<file path="config.mk">
export PLATFORM = sky130hd
export DESIGN_NAME = display_scheduler
export DESIGN_NICKNAME = d
export VERILOG_FILES = /design/src/rtl/display_scheduler.sv
export SDC_FILE = /design/constraint.sdc
export NUM_CORES = 1
export LEC_CHECK = 0
export ABC_AREA = 1
export ABC_CLOCK_PERIOD_IN_PS = 2150
export CAP_MARGIN = 30
export CORE_UTILIZATION = 50
export DETAILED_ROUTE_END_ITERATION = 6
export PLACE_DENSITY = 0.8
export SYNTH_ARGS = -nofsm -noshare
export SYNTH_HDL_FRONTEND = slang
export SYNTH_SLANG_ARGS = --single-unit
</file>
<file path="constraint.sdc">
create_clock -name nclk -period 2.15 [get_ports nclk]
set_input_delay 0.215 -clock nclk [delete_from_list [all_inputs] [get_ports nclk]]
set_output_delay 0.215 -clock nclk [all_outputs]
set_load 0.01 [all_outputs]
</file>
<file path="src/rtl/display_scheduler.sv">
// display_scheduler: selects the 8-digit frame shown by the 7-segment driver.
// Normal frames merge timer and score with leading-zero blanking and a
// low-time blink; a req/ack handshake overlays a timed message followed by
// a blank gap. Digit code 4'hF means blank.
module display_scheduler #(
  parameter int unsigned BLINK_DIV  = 250,
  parameter int unsigned MSG_CYCLES = 1000,
  parameter int unsigned GAP_CYCLES = 50
) (
  input  logic        nclk,
  input  logic        rst_n,
  input  logic [15:0] time_bcd,
  input  logic [15:0] score_bcd,
  input  logic        low_time,
  input  logic        msg_req,
  input  logic [31:0] msg_data,
  output logic        msg_ack,
  output logic        busy,
  output logic [3:0]  display7,
  output logic [3:0]  display6,
  output logic [3:0]  display5,
  output logic [3:0]  display4,
  output logic [3:0]  display3,
  output logic [3:0]  display2,
  output logic [3:0]  display1,
  output logic [3:0]  display0
);

  localparam logic [15:0] BLINK_LAST = 16'(BLINK_DIV - 1);
  localparam logic [15:0] MSG_LAST   = 16'(MSG_CYCLES - 1);
  localparam logic [15:0] GAP_LAST   = 16'(GAP_CYCLES - 1);

  typedef enum logic [1:0] {
    ST_NORMAL   = 2'd0,
    ST_MSG_SHOW = 2'd1,
    ST_MSG_GAP  = 2'd2
  } state_t;

  state_t      state;
  state_t      state_next;
  logic [15:0] dur_cnt;
  logic [15:0] dur_next;
  logic        busy_next;
  logic        ack_next;
  logic        load_buf;
  logic [31:0] msg_buf;

  logic [15:0] blink_cnt;
  logic        blink_phase;

  logic [15:0] time_field;
  logic [31:0] frame_next;
  logic [31:0] frame;

  // Blank every digit that is zero along with all more significant digits;
  // the least significant digit of the field is always shown.
  function automatic logic [15:0] blank_lz(input logic [15:0] field);
    logic lead;
    blank_lz = field;
    lead     = 1'b1;
    for (int unsigned i = 3; i > 0; i--) begin
      lead = lead && (field[4*i +: 4] == 4'd0);
      if (lead) begin
        blank_lz[4*i +: 4] = 4'hF;
      end
    end
  endfunction

  // Free-running blink prescaler; phase toggles on each wrap.
  always_ff @(posedge nclk) begin
    if (!rst_n) begin
      blink_cnt   <= '0;
      blink_phase <= 1'b0;
    end else if (blink_cnt == BLINK_LAST) begin
      blink_cnt   <= '0;
      blink_phase <= ~blink_phase;
    end else begin
      blink_cnt   <= blink_cnt + 16'd1;
    end
  end

  // FSM state register together with its counter, flags and message buffer.
  always_ff @(posedge nclk) begin
    if (!rst_n) begin
      state   <= ST_NORMAL;
      dur_cnt <= '0;
      busy    <= 1'b0;
      msg_ack <= 1'b0;
      msg_buf <= '0;
    end else begin
      state   <= state_next;
      dur_cnt <= dur_next;
      busy    <= busy_next;
      msg_ack <= ack_next;
      if (load_buf) begin
        msg_buf <= msg_data;
      end
    end
  end

  // Next-state logic: accept a request in NORMAL, then time the show and gap.
  always_comb begin
    state_next = state;
    dur_next   = dur_cnt;
    busy_next  = busy;
    ack_next   = 1'b0;
    load_buf   = 1'b0;
    case (state)
      ST_NORMAL: begin
        if (msg_req) begin
          load_buf   = 1'b1;
          ack_next   = 1'b1;
          busy_next  = 1'b1;
          dur_next   = '0;
          state_next = ST_MSG_SHOW;
        end
      end
      ST_MSG_SHOW: begin
        if (dur_cnt == MSG_LAST) begin
          dur_next   = '0;
          state_next = ST_MSG_GAP;
        end else begin
          dur_next   = dur_cnt + 16'd1;
        end
      end
      ST_MSG_GAP: begin
        if (dur_cnt == GAP_LAST) begin
          busy_next  = 1'b0;
          state_next = ST_NORMAL;
        end else begin
          dur_next   = dur_cnt + 16'd1;
        end
      end
      default: begin
        busy_next  = 1'b0;
        state_next = ST_NORMAL;
      end
    endcase
  end

  // Frame selection from the pre-edge state; time field blinks when low.
  always_comb begin
    time_field = blank_lz(time_bcd);
    if (low_time && blink_phase) begin
      time_field = '1;
    end
    case (state)
      ST_NORMAL:   frame_next = {time_field, blank_lz(score_bcd)};
      ST_MSG_SHOW: frame_next = msg_buf;
      ST_MSG_GAP:  frame_next = '1;
      default:     frame_next = '1;
    endcase
  end

  // Display register: one cycle behind state and inputs.
  always_ff @(posedge nclk) begin
    if (!rst_n) begin
      frame <= '1;
    end else begin
      frame <= frame_next;
    end
  end

  assign display7 = frame[31:28];
  assign display6 = frame[27:24];
  assign display5 = frame[23:20];
  assign display4 = frame[19:16];
  assign display3 = frame[15:12];
  assign display2 = frame[11:8];
  assign display1 = frame[7:4];
  assign display0 = frame[3:0];

endmodule

</file>
==> results of run 1 <==
[layout by cell type (no fill, tap or decap), types with 2 or more instances in the layout]
| cell | instances |
|---|---|
| a211oi_1 | 3 |
| a21oi_1 | 17 |
| a21oi_2 | 2 |
| a31oi_1 | 3 |
| buf_4 | 10 |
| bufinv_16 | 2 |
| clkbuf_8 | 9 |
| clkdlybuf4s50_1 | 101 |
| dfxtp_1 | 101 |
| ha_1 | 8 |
| inv_1 | 48 |
| inv_8 | 2 |
| nand2_1 | 100 |
| nand2_2 | 7 |
| nand3_1 | 45 |
| nand3_2 | 4 |
| nand4_1 | 5 |
| nor2_1 | 117 |
| nor2_2 | 12 |
| nor3_1 | 6 |
| nor3_2 | 3 |
| nor4_1 | 2 |
| o211ai_1 | 4 |
| o21ai_0 | 52 |
| o21bai_1 | 3 |
| o31ai_1 | 9 |
| or2_1 | 2 |
| or2_2 | 2 |
| xnor2_1 | 4 |
| xor2_1 | 9 |
[worst min path at each step]
stage | endpoint | cells past startpoint | slack, ns
floorplan | frame[28] | 2 | 0.35
global placement | msg_buf[0] | 2 | 0.44
detailed placement | busy | 2 | 0.45
CTS | frame[0] | 3 | 0.44
global route | frame[3] | 3 | 0.45
finish | frame[2] | 3 | 0.45
[worst max-delay path, cell delays in order, from the launching register on]
cell	delay [ns]
dfxtp_1	0.35
inv_1	0.11
ha_1	0.17
buf_4	0.31
nor2_1	0.14
nor2_2	0.30
buf_4	0.27
nand3_1	0.10
[state kept, by name (all words and copies together), names as in the netlist]
signal	cells
frame	32
dur_cnt	16
msg_buf	32
msg_ack	1
blink_phase	1
busy	1
state	2
blink_cnt	16
[through the flow]
| step | total power (W) | setup slack, ns | utilization [%] | hold slack, ns |
|---|---|---|---|---|
| 2_1_floorplan | 0.00386 | 0.591 | - | 0.350 |
| 3_3_place_gp | 0.00481 | 0.353 | 66.0 | 0.443 |
| 3_5_place_dp | 0.00486 | 0.289 | 66.0 | 0.453 |
| 4_1_cts | 0.00626 | 0.257 | 68.8 | 0.439 |
| 5_1_grt | 0.00665 | 0.0735 | 68.8 | 0.451 |
| 6_report | 0.00623 | 0.257 | 68.8 | 0.446 |
[report_power, final]
part           total [W]  switching, W  internal (W)
Sequential       0.00253      0.000194       0.00234
Combinational    0.00229       0.00127       0.00102
Clock            0.00141      0.000718      0.000688
[cells by family after synthesis]
logic type	count (synthesis)	synth area share, %
AO/OA/AOI/OAI	94	12.1
XOR/XNOR	13	2.57
adder cells (fa/ha/maj)	8	2.26
buffers and inverters	74	6.92
flip-flops	101	45.7
AND/OR/NAND/NOR	307	30.5
[routing by layer]
layer	vias to the layer above	global-route usage, %	share of wire [%]	wire length, um
li1	2124	-	-	-
met2	105	41.4	48	5030
met4	0	6.59	1.6	163
met5	-	0	0	0
met1	1833	31.2	44	4650
met3	16	5.92	6.4	668
[area by class of cell]
cell class,count,share of cell area (%)
Multi-Input combinational cell,422,36.4
Sequential cell,101,35.0
Timing Repair Buffer,111,18.8
Inverter,50,3.25
Tap cell,105,2.28
Clock buffer,9,2.15
Clock inverter,7,2.02
==> metrics.md, run 1 <==
| Metric | Value |
|---|---|
| All-Layer GR Usage | `24.5%` |
| CP startpoint | `state[1]` |
| Ranking of synthesized cells by area | `dfxtp_1, nor2_1, nand2_1, o21ai_0, nand3_1` |
| Flop2flop setup slack | `0.26 ns` |
| DP Area | `between 5000 and 6000 um2` |
| Final non-filler cell total | `805` |
| Mapped Avg Cell Area | `between 7 and 8 um2` |
| Clk sink count | `101` |
| Worst Skew | `between 0.01 and 0.015 ns` |
| Pin count of the biggest net entering global routing | `43` |
| R2r endpoint | `frame[30]` |
| Area growth from synthesis to layout | `30.3%` |
| Resized Gates After CTS | `0` |
| Crit path time final | `roughly 1.9 ns` |
| Endpoints failing hold | `0` |
| Post-synth EDFFs | `0` |
| First-pass GRT wire length | `around 18000 um` |
| # nets final | `around 770` |
| Hold Crit Start | `score_bcd[2]` |
| DR vias | `roughly 4k` |
| Initial core utilization | `a little over half` |
| Fill cell count | `a little under 700` |
| Count leader, synth | `nor2_1` |
| Die H | `about 96 um` |
| Register area | `slightly above 2000 um2` |
| Gr ovfl total | `0` |
| Top post-synthesis cells by count | `nor2_1, dfxtp_1, nand2_1, o21ai_0, inv_1` |
| CTS Buffer Depth | `2` |
| Synth cell types | `36` |
| CTS root buf | `clkbuf_8` |
| DPL Wire Length | `slightly below 8000 um` |
| Via/cell ratio | `roughly 5.1` |
| Final instance area | `about 5800 um2` |
| Yosys reg bits | `approximately 100` |
| Wire per inst | `between 10 and 15 um` |
| Worst-Margin Slew | `between 0.5 and 0.6 ns` |
| Peak VDD IR | `slightly above 0.0005 V` |
| Setup violators final | `0` |
| Worst r2r src | `state[1]` |
| Synth area leader | `dfxtp_1` |
| Gate Count Post-Synth | `597` |
| Initial antenna violation count | `0` |
| Crit. End Element | `flop` |
| Net Count, Synth | `between 600 and 700` |
| Fin crit share | `roughly 88%` |
| Mapped Area | `around 4400 um2` |
| Unrepaired setup endpoints after global routing | `false` |
| Postcts setup bufs | `0` |
| CTS tree | `yes` |
| Placeable Area | `about 8400 um2` |
| Clk_lat worst skew | `between 0.3 and 0.4 ns` |
| Post-route ant nets | `0` |
| Outcome | `completed` |
| Num rows | `33` |
| FF-to-FF path depth | `7` |
| Footprint of the multi-input gates | `around 2100 um2` |
| Power Dens Cells | `1080 nW/um2` |
| Drt drc | `0` |
| Dpl cells | `between 700 and 800` |
| Initial DRC Count | `120` |
| Worst EP arrival | `about 2.1 ns` |
| Worst-path clk slew | `0.10 ns` |
| Vias in the first global route | `around 3.9k` |
| H-tree lvl count | `3` |
| Worst hold-check path type | `primary input to flop` |
| First drt pass iteration count | `7` |
| Fin. max-slew vios | `0` |
| WL final | `10500 um` |
| Seq/Total Area, Yosys | `about 46%` |
| Total of max-cap violations | `0` |
| Largest fanout on the critical path | `33` |
| IO Count | `roughly 100` |
| Most used flip-flop cell after synthesis | `dfxtp_1` |
| Setup CP Type | `flop to flop` |
| Placer congestion estimate | `just over 0.8` |
| Die X | `between 90 and 100 um` |
| Setup TNS | `0 ns` |
| Antenna Cells | `0` |
| Ys async rst share | `0%` |
| Post-CTS Hold Buffers | `0` |
| Yosys warns | `0` |
| Fmax | `around 530 MHz` |
| Yosys top cell area share | `around 46%` |
| Startpoint Class | `flop` |
| P_leak | `2.24 nW` |
| Worst slew margin | `approximately two thirds` |
| Layout cells sized above 1 | `around 8.6%` |
| PortBufs | `101` |
| CTS Buf Count | `9` |
| Worst EP required | `about 2.4 ns` |
| Setup crit end | `frame[30]` |
| Die area | `9240 um2` |
Note: power is estimated with default switching activity, not from simulation.
==> run 2, diff against run 1 <==
--- a/config.mk
+++ b/config.mk
@@ -6,11 +6,12 @@
 export NUM_CORES = 1
 export LEC_CHECK = 0
 export ABC_AREA = 1
-export ABC_CLOCK_PERIOD_IN_PS = 2150
+export ABC_CLOCK_PERIOD_IN_PS = 2300
 export CAP_MARGIN = 30
-export CORE_UTILIZATION = 50
+export CORE_UTILIZATION = 54
 export DETAILED_ROUTE_END_ITERATION = 6
-export PLACE_DENSITY = 0.8
+export GPL_TIMING_DRIVEN = 0
+export PLACE_DENSITY = 0.85
 export SYNTH_ARGS = -nofsm -noshare
 export SYNTH_HDL_FRONTEND = slang
 export SYNTH_SLANG_ARGS = --single-unit
==> constraint.sdc (replaced) <==
create_clock -name nclk -period 2.3 [get_ports nclk]
set_input_delay 0.23 -clock nclk [delete_from_list [all_inputs] [get_ports nclk]]
set_output_delay 0.23 -clock nclk [all_outputs]
set_load 0.01 [all_outputs]
==> metrics.md, run 2 (synthesis results as in run 1) <==
| Metric | Value |
|---|---|
| Outcome | `completed (unchanged)` |
| Initial antenna violation count | `0 (unchanged)` |
| H-tree lvl count | `3 (unchanged)` |
| Drt drc | `0 (unchanged)` |
| Initial core utilization | `56.4% (was 52.8%)` |
| Overall power | `0.00564 W (was 0.00623 W)` |
| Fill cell count | `627 (was 685)` |
| Fmax | `507 MHz (was 528 MHz)` |
| Clk sink count | `101 (unchanged)` |
| Post-route ant nets | `0 (unchanged)` |
| Worst-path clk slew | `0.10 ns (about the same)` |
| Largest fanout on the critical path | `10 (was 33)` |
| Num rows | `32 (was 33)` |
| First-pass GRT wire length | `18100 um (was 17500 um)` |
| CTS Buffer Depth | `2 (unchanged)` |
| Unrepaired setup endpoints after global routing | `false (unchanged)` |
| PortBufs | `100 (was 101)` |
| Layout cells sized above 1 | `7.57% (was 8.57%)` |
| Initial DRC Count | `276 (was 120)` |
| Total of max-cap violations | `0 (unchanged)` |
| Fin crit share | `85.8% (was 88.0%)` |
| Final non-filler cell total | `815 (was 805)` |
| Clk_lat worst skew | `0.36 ns (was 0.37 ns)` |
| Dpl cells | `799 (was 789)` |
| Die H | `92.6 um (was 96.1 um)` |
| Worst slew margin | `65.5% (was 66.4%)` |
| Startpoint Class | `flop (unchanged)` |
| Hold Crit Start | `rst_n (was score_bcd[2])` |
| Hold-critical path endpoint | `dur_cnt[0] (was frame[2])` |
| Worst r2r src | `state[1] (unchanged)` |
| First drt pass iteration count | `5 (was 7)` |
| # nets final | `784 (was 771)` |
| Power Dens Cells | `983 nW/um2 (was 1080 nW/um2)` |
| Worst hold stages | `3 (unchanged)` |
| Crit. End Element | `flop (unchanged)` |
| Fin. max-slew vios | `0 (unchanged)` |
| CTS tree | `yes (unchanged)` |
| Flop2flop setup slack | `0.33 ns (was 0.26 ns)` |
| DR vias | `4276 (was 4078)` |
| CTS Buf Count | `9 (unchanged)` |
| Antenna Cells | `0 (unchanged)` |
| Gr ovfl total | `0 (unchanged)` |
| Crit path time final | `1.97 ns (was 1.89 ns)` |
| Highest-count cells in the layout ignoring fill and taps | `nor2_1, dfxtp_1, nand2_1, clkdlybuf4s50_1, o21ai_0 (was nor2_1, dfxtp_1, clkdlybuf4s50_1)` |
| Setup violators final | `0 (unchanged)` |
| Worst hold-check path type | `primary input to flop (unchanged)` |
| Worst-Margin Slew | `0.514 ns (was 0.503 ns)` |
| CTS root buf | `clkbuf_8 (unchanged)` |
| Wire per inst | `13.6 um (was 13.1 um)` |
| FF-to-FF path depth | `7 (unchanged)` |
| Worst EP arrival | `2.27 ns (was 2.14 ns)` |
| Postcts setup bufs | `0 (unchanged)` |
| All-Layer GR Usage | `26.8% (was 24.5%)` |
| Area growth from synthesis to layout | `29.4% (was 30.3%)` |
| Most common cell after layout, fill and taps aside | `nor2_1 (unchanged)` |
| Via/cell ratio | `5.25 (was 5.07)` |
| Placer congestion estimate | `0.862 (was 0.823)` |
| Post-CTS Hold Buffers | `0 (unchanged)` |
| Placeable Area | `7850 um2 (was 8380 um2)` |
| Pin count of the biggest net entering global routing | `18 (was 43)` |
| Vias in the first global route | `4085 (was 3874)` |
| R2r endpoint | `msg_buf[22] (was frame[30])` |
| IO Count | `102 (unchanged)` |
| DPL Wire Length | `8370 um (was 7760 um)` |
| WL final | `11000 um (was 10500 um)` |
| Worst Skew | `0.00532 ns (was 0.0118 ns)` |
| Endpoints failing hold | `0 (unchanged)` |
| Die X | `92.6 um (was 96.1 um)` |
| P_leak | `2.22 nW (was 2.24 nW)` |
| Die area | `8570 um2 (was 9240 um2)` |
| Setup TNS | `0 ns (unchanged)` |
| Setup CP Type | `flop to flop (unchanged)` |
| Biggest regs | `frame x32, msg_buf x32 (unchanged)` |
| Worst EP required | `2.60 ns (was 2.40 ns)` |
| Peak VDD IR | `0.000623 V (was 0.000515 V)` |
| Resized Gates After CTS | `0 (unchanged)` |
## run 2: changes by cell type in the layout (fill, tap and decap cells not counted), sizes merged
cell,before,now
clkbuf,9,27
buf,10,7
clkdlybuf4s50,101,100
bufinv,2,0
inv,52,51
clkinv,3,5
## run 2: cell type report
type | count | area, um2 | share of cell area, %
clock inverters | 6 | 47.5 | 0.830
clock buffers | 10 | 128 | 2.23
multi-input cells | 422 | 2100 | 36.6
well taps | 102 | 128 | 2.23
plain buffers | 24 | 119 | 2.07
inverters | 50 | 188 | 3.27
repair buffers | 100 | 1000 | 17.5
flip-flops and latches | 101 | 2020 | 35.3
## run 2: power breakdown
group	leakage, nW	internal [W]	switching (W)
Sequential	0.832	0.00219	0.000178
Clock	0.0925	0.000406	0.000634
Combinational	1.29	0.000966	0.00127
## run 2: critical path, stage by stage, from the launching register on
cell and delay (ns):
dfxtp_1 0.38, inv_1 0.09, ha_1 0.27, nand2_1 0.12
clkbuf_1 0.40, clkbuf_1 0.38, o21ai_0 0.13, nor2_1 0.14
## run 2: metrics by stage
step | worst slack [ns] | utilization (%) | area, um2 | hold slack, ns
after detailed placement | 0.394 | 70.8 | 5560 | 0.452
after global routing | 0.137 | 73.0 | 5730 | 0.319
after CTS | 0.358 | 73.0 | 5730 | 0.296
after global placement | 0.459 | 70.8 | 5560 | 0.442
after floorplan | 0.741 | - | 4430 | 0.365
final | 0.326 | 73.0 | 5730 | 0.305
## run 2: worst max-delay path by stage
stage	end	slack [ns]	cells past startpoint	start
2_1_floorplan	dur_cnt[11]	0.74	10	state[0]
3_3_place_gp	msg_buf[17]	0.46	7	state[0]
3_5_place_dp	msg_buf[17]	0.39	6	msg_req
4_1_cts	msg_buf[22]	0.36	7	state[0]
5_1_grt	msg_buf[22]	0.14	7	state[0]
6_report	msg_buf[22]	0.33	7	state[1]
## run 2: layer usage
| layer | global-route usage, % | vias to the layer above | part of all wire [%] |
|---|---|---|---|
| met5 | 0 | - | 0 |
| li1 | - | 2151 | - |
| met2 | 47.3 | 138 | 50 |
| met3 | 6.57 | 19 | 6.1 |
| met4 | 10.4 | 0 | 2.2 |
| met1 | 31.1 | 1968 | 41 |
==> patch, RTL diff (settings of run 1) <==
Make the reset (`rst_n`) asynchronous in 3 clocked blocks.
--- a/src/rtl/display_scheduler.sv
+++ b/src/rtl/display_scheduler.sv
@@ -69,3 +69,3 @@
   // Free-running blink prescaler; phase toggles on each wrap.
-  always_ff @(posedge nclk) begin
+  always_ff @(posedge nclk or negedge rst_n) begin
     if (!rst_n) begin
@@ -82,3 +82,3 @@
   // FSM state register together with its counter, flags and message buffer.
-  always_ff @(posedge nclk) begin
+  always_ff @(posedge nclk or negedge rst_n) begin
     if (!rst_n) begin
@@ -155,3 +155,3 @@
   // Display register: one cycle behind state and inputs.
-  always_ff @(posedge nclk) begin
+  always_ff @(posedge nclk or negedge rst_n) begin
     if (!rst_n) begin
Function: differs if rst_n is asserted again (counterexample within 4 cycles, from zero or initial values and one cycle with rst_n low); with rst_n held inactive, the same outputs for 10 cycles.
==> patch against run 1 <==
  * First-iteration DRC count is 65% higher
  * Sequential cell count unchanged
  * Count of clock-buffer cells in the layout increased by 1
  * Power up 17%
  * Design area up 12%
  * Setup slack improved by 140 ps
  * Clock power shrank 20%
  * Cell count rose by 9.1%
  * Fmax rose by 8.1%
  * Routed wire length rose by 14%
  * Area after synthesis is 15% higher
  * Largest power group unchanged
==> patch: results <==
[outcome]
status = finished, final reports clean

[layout]
drive_above_1_share_pct = 11.7
final_net_count = 815
layoutNonFillerInstCount = 878
antenna_cells_inserted = 0
top_flop_regs = frame: 32 flops, msg_buf: 32 flops

[clock_tree]
cts_buffer_depth = 2
cts.htree.levels = 3
cts_buffers = 9
cts_repair_resize_count = 0
worstSkewPairLatency_ps = 360
post_cts.repair.setup_buffers = 0
root_buffer_cell = sky130_fd_sc_hd__clkbuf_8
clkSlewWorstSetupHoldPaths_ps = 100

[placement]
dp_hpwl_um = 8700
detailedPlace.worstSlack_ps = 445
place.port_buffers = 101
placedInstanceArea_mm2 = 0.00624
gp_congestion = 0.926
place_inst = 861

[power]
leakage_nw = 3.03
largest_voltage_drop_on_the_vdd_net_v = 0.000672
power.switching_fraction_pct = 38.4

[synth]
synth_area_leaders = sky130_fd_sc_hd__dfrtp_1, sky130_fd_sc_hd__nand2_1, sky130_fd_sc_hd__dfstp_2
yosys_warnings = 0
synthAdderAreaFrac_pct = 1.72
synth-compound-area-share_pct = 7.87
netlist-cell-type-count = 36
muxShareOfSynthArea_pct = 0
synth_async_sr_flop_share_pct = 100
post_synth_xor_area_fraction_pct = 1.72
ys_dominant_reg_cell = sky130_fd_sc_hd__dfrtp_1
synth_seq_area_share_pct = 50.5
syn-num-nets = 716
avgSynthCellArea_um2 = 7.94
synthTopCellsByCount = sky130_fd_sc_hd__nand2_1, sky130_fd_sc_hd__dfrtp_1, sky130_fd_sc_hd__inv_1

[setup_path]
crit_path_max_incr_delay_ps = 470
critical_path.top_delay_family = simple AND/OR/NAND/NOR gates
regToRegStartpoint = dur_cnt[0]
critPathMaxFanout = 7
timing.reg2reg.setup_slack_ps = 400
worst_r2r_path_depth = 9
timing.rr.end = dur_cnt[8]
crit_path_top_delay_cell = sky130_fd_sc_hd__dfrtp_1

[global_routing]
wire_length_of_the_first_global_routing_pass_um = 20100
grt.total_usage_pct = 24.6
grt_antenna_before_repair = 0
grt_pass1_vias = 4367
grt_start_max_net_pins = 54

[sta]
slew_headroom_pct = 71.6
final.setup_skew_ps = 13.3
setup_total_negative_slack_ps = 0
hold-worst-slack_ps = 273

[drt]
first_pass_iters = 4
drt_iter0_drc = 198
detailroute.via_count = 4511
route.detailed.wl_per_inst_um = 13.6

[min_path]
timing.hold.worst.class = primary input to asynchronous set/reset pin
==> patch: cell count changes in the layout (fill, tap and decap cells not counted), sizes merged, moves of 20 or more <==
cell,before,now
nor2,129,50
o21ai,52,32
a21oi,19,39
dfstp,0,32
dfrtp,0,69
dfxtp,101,0
nand2,108,236
==> patch: repair_timing <==
item	in CTS	in global routing
hold endpoints to repair	18	0
hold buffers	1	0
endpoints found under the setup margin	0	0
==> patch: per-layer routing <==
layer / up-vias / part of all wire (%) / global-route usage, %
li1: 2223 / - / -
met1: 2136 / 42 / 32.2
met2: 135 / 49 / 41.4
met3: 17 / 7.2 / 4.81
met4: 0 / 1.6 / 7.58
met5: - / 0 / 0
==> patch: cell type report <==
cell class / count / area [µm²]
multi-input combinational: 459 / 2190
sequential: 101 / 2570
clock buffer: 10 / 128
clock inverter: 6 / 57.6
inverter: 56 / 213
tap: 133 / 166
timing repair buffer: 113 / 1110
fill: 826 / 3380
==> patch: cells by family after synthesis <==
family / after synthesis
AND/OR/NAND/NOR: 365
flip-flops: 101
buffers and inverters: 81
AO/OA/AOI/OAI: 77
XOR/XNOR: 10
adder cells (fa/ha/maj): 7
==> patch: worst max-delay path by stage <==
stage	start	end	slack, ps
floorplan	state[0]	dur_cnt[1]	670
global placement	score_bcd[15]	frame[7]	520
detailed placement	time_bcd[14]	frame[23]	440
CTS	dur_cnt[0]	dur_cnt[8]	440
global route	dur_cnt[0]	dur_cnt[8]	260
finish	dur_cnt[0]	dur_cnt[8]	400
==> patch: power groups by stage <==
stage / Combinational (mW) / Sequential, mW / Clock, mW
finish: 3.07 / 3.07 / 1.13
global route: 3.41 / 3.13 / 1.20
CTS: 3.09 / 3.07 / 1.15
detailed placement: 3.08 / 3.09 / 0
global placement: 2.99 / 3.08 / 0
floorplan: 1.64 / 3.19 / 0
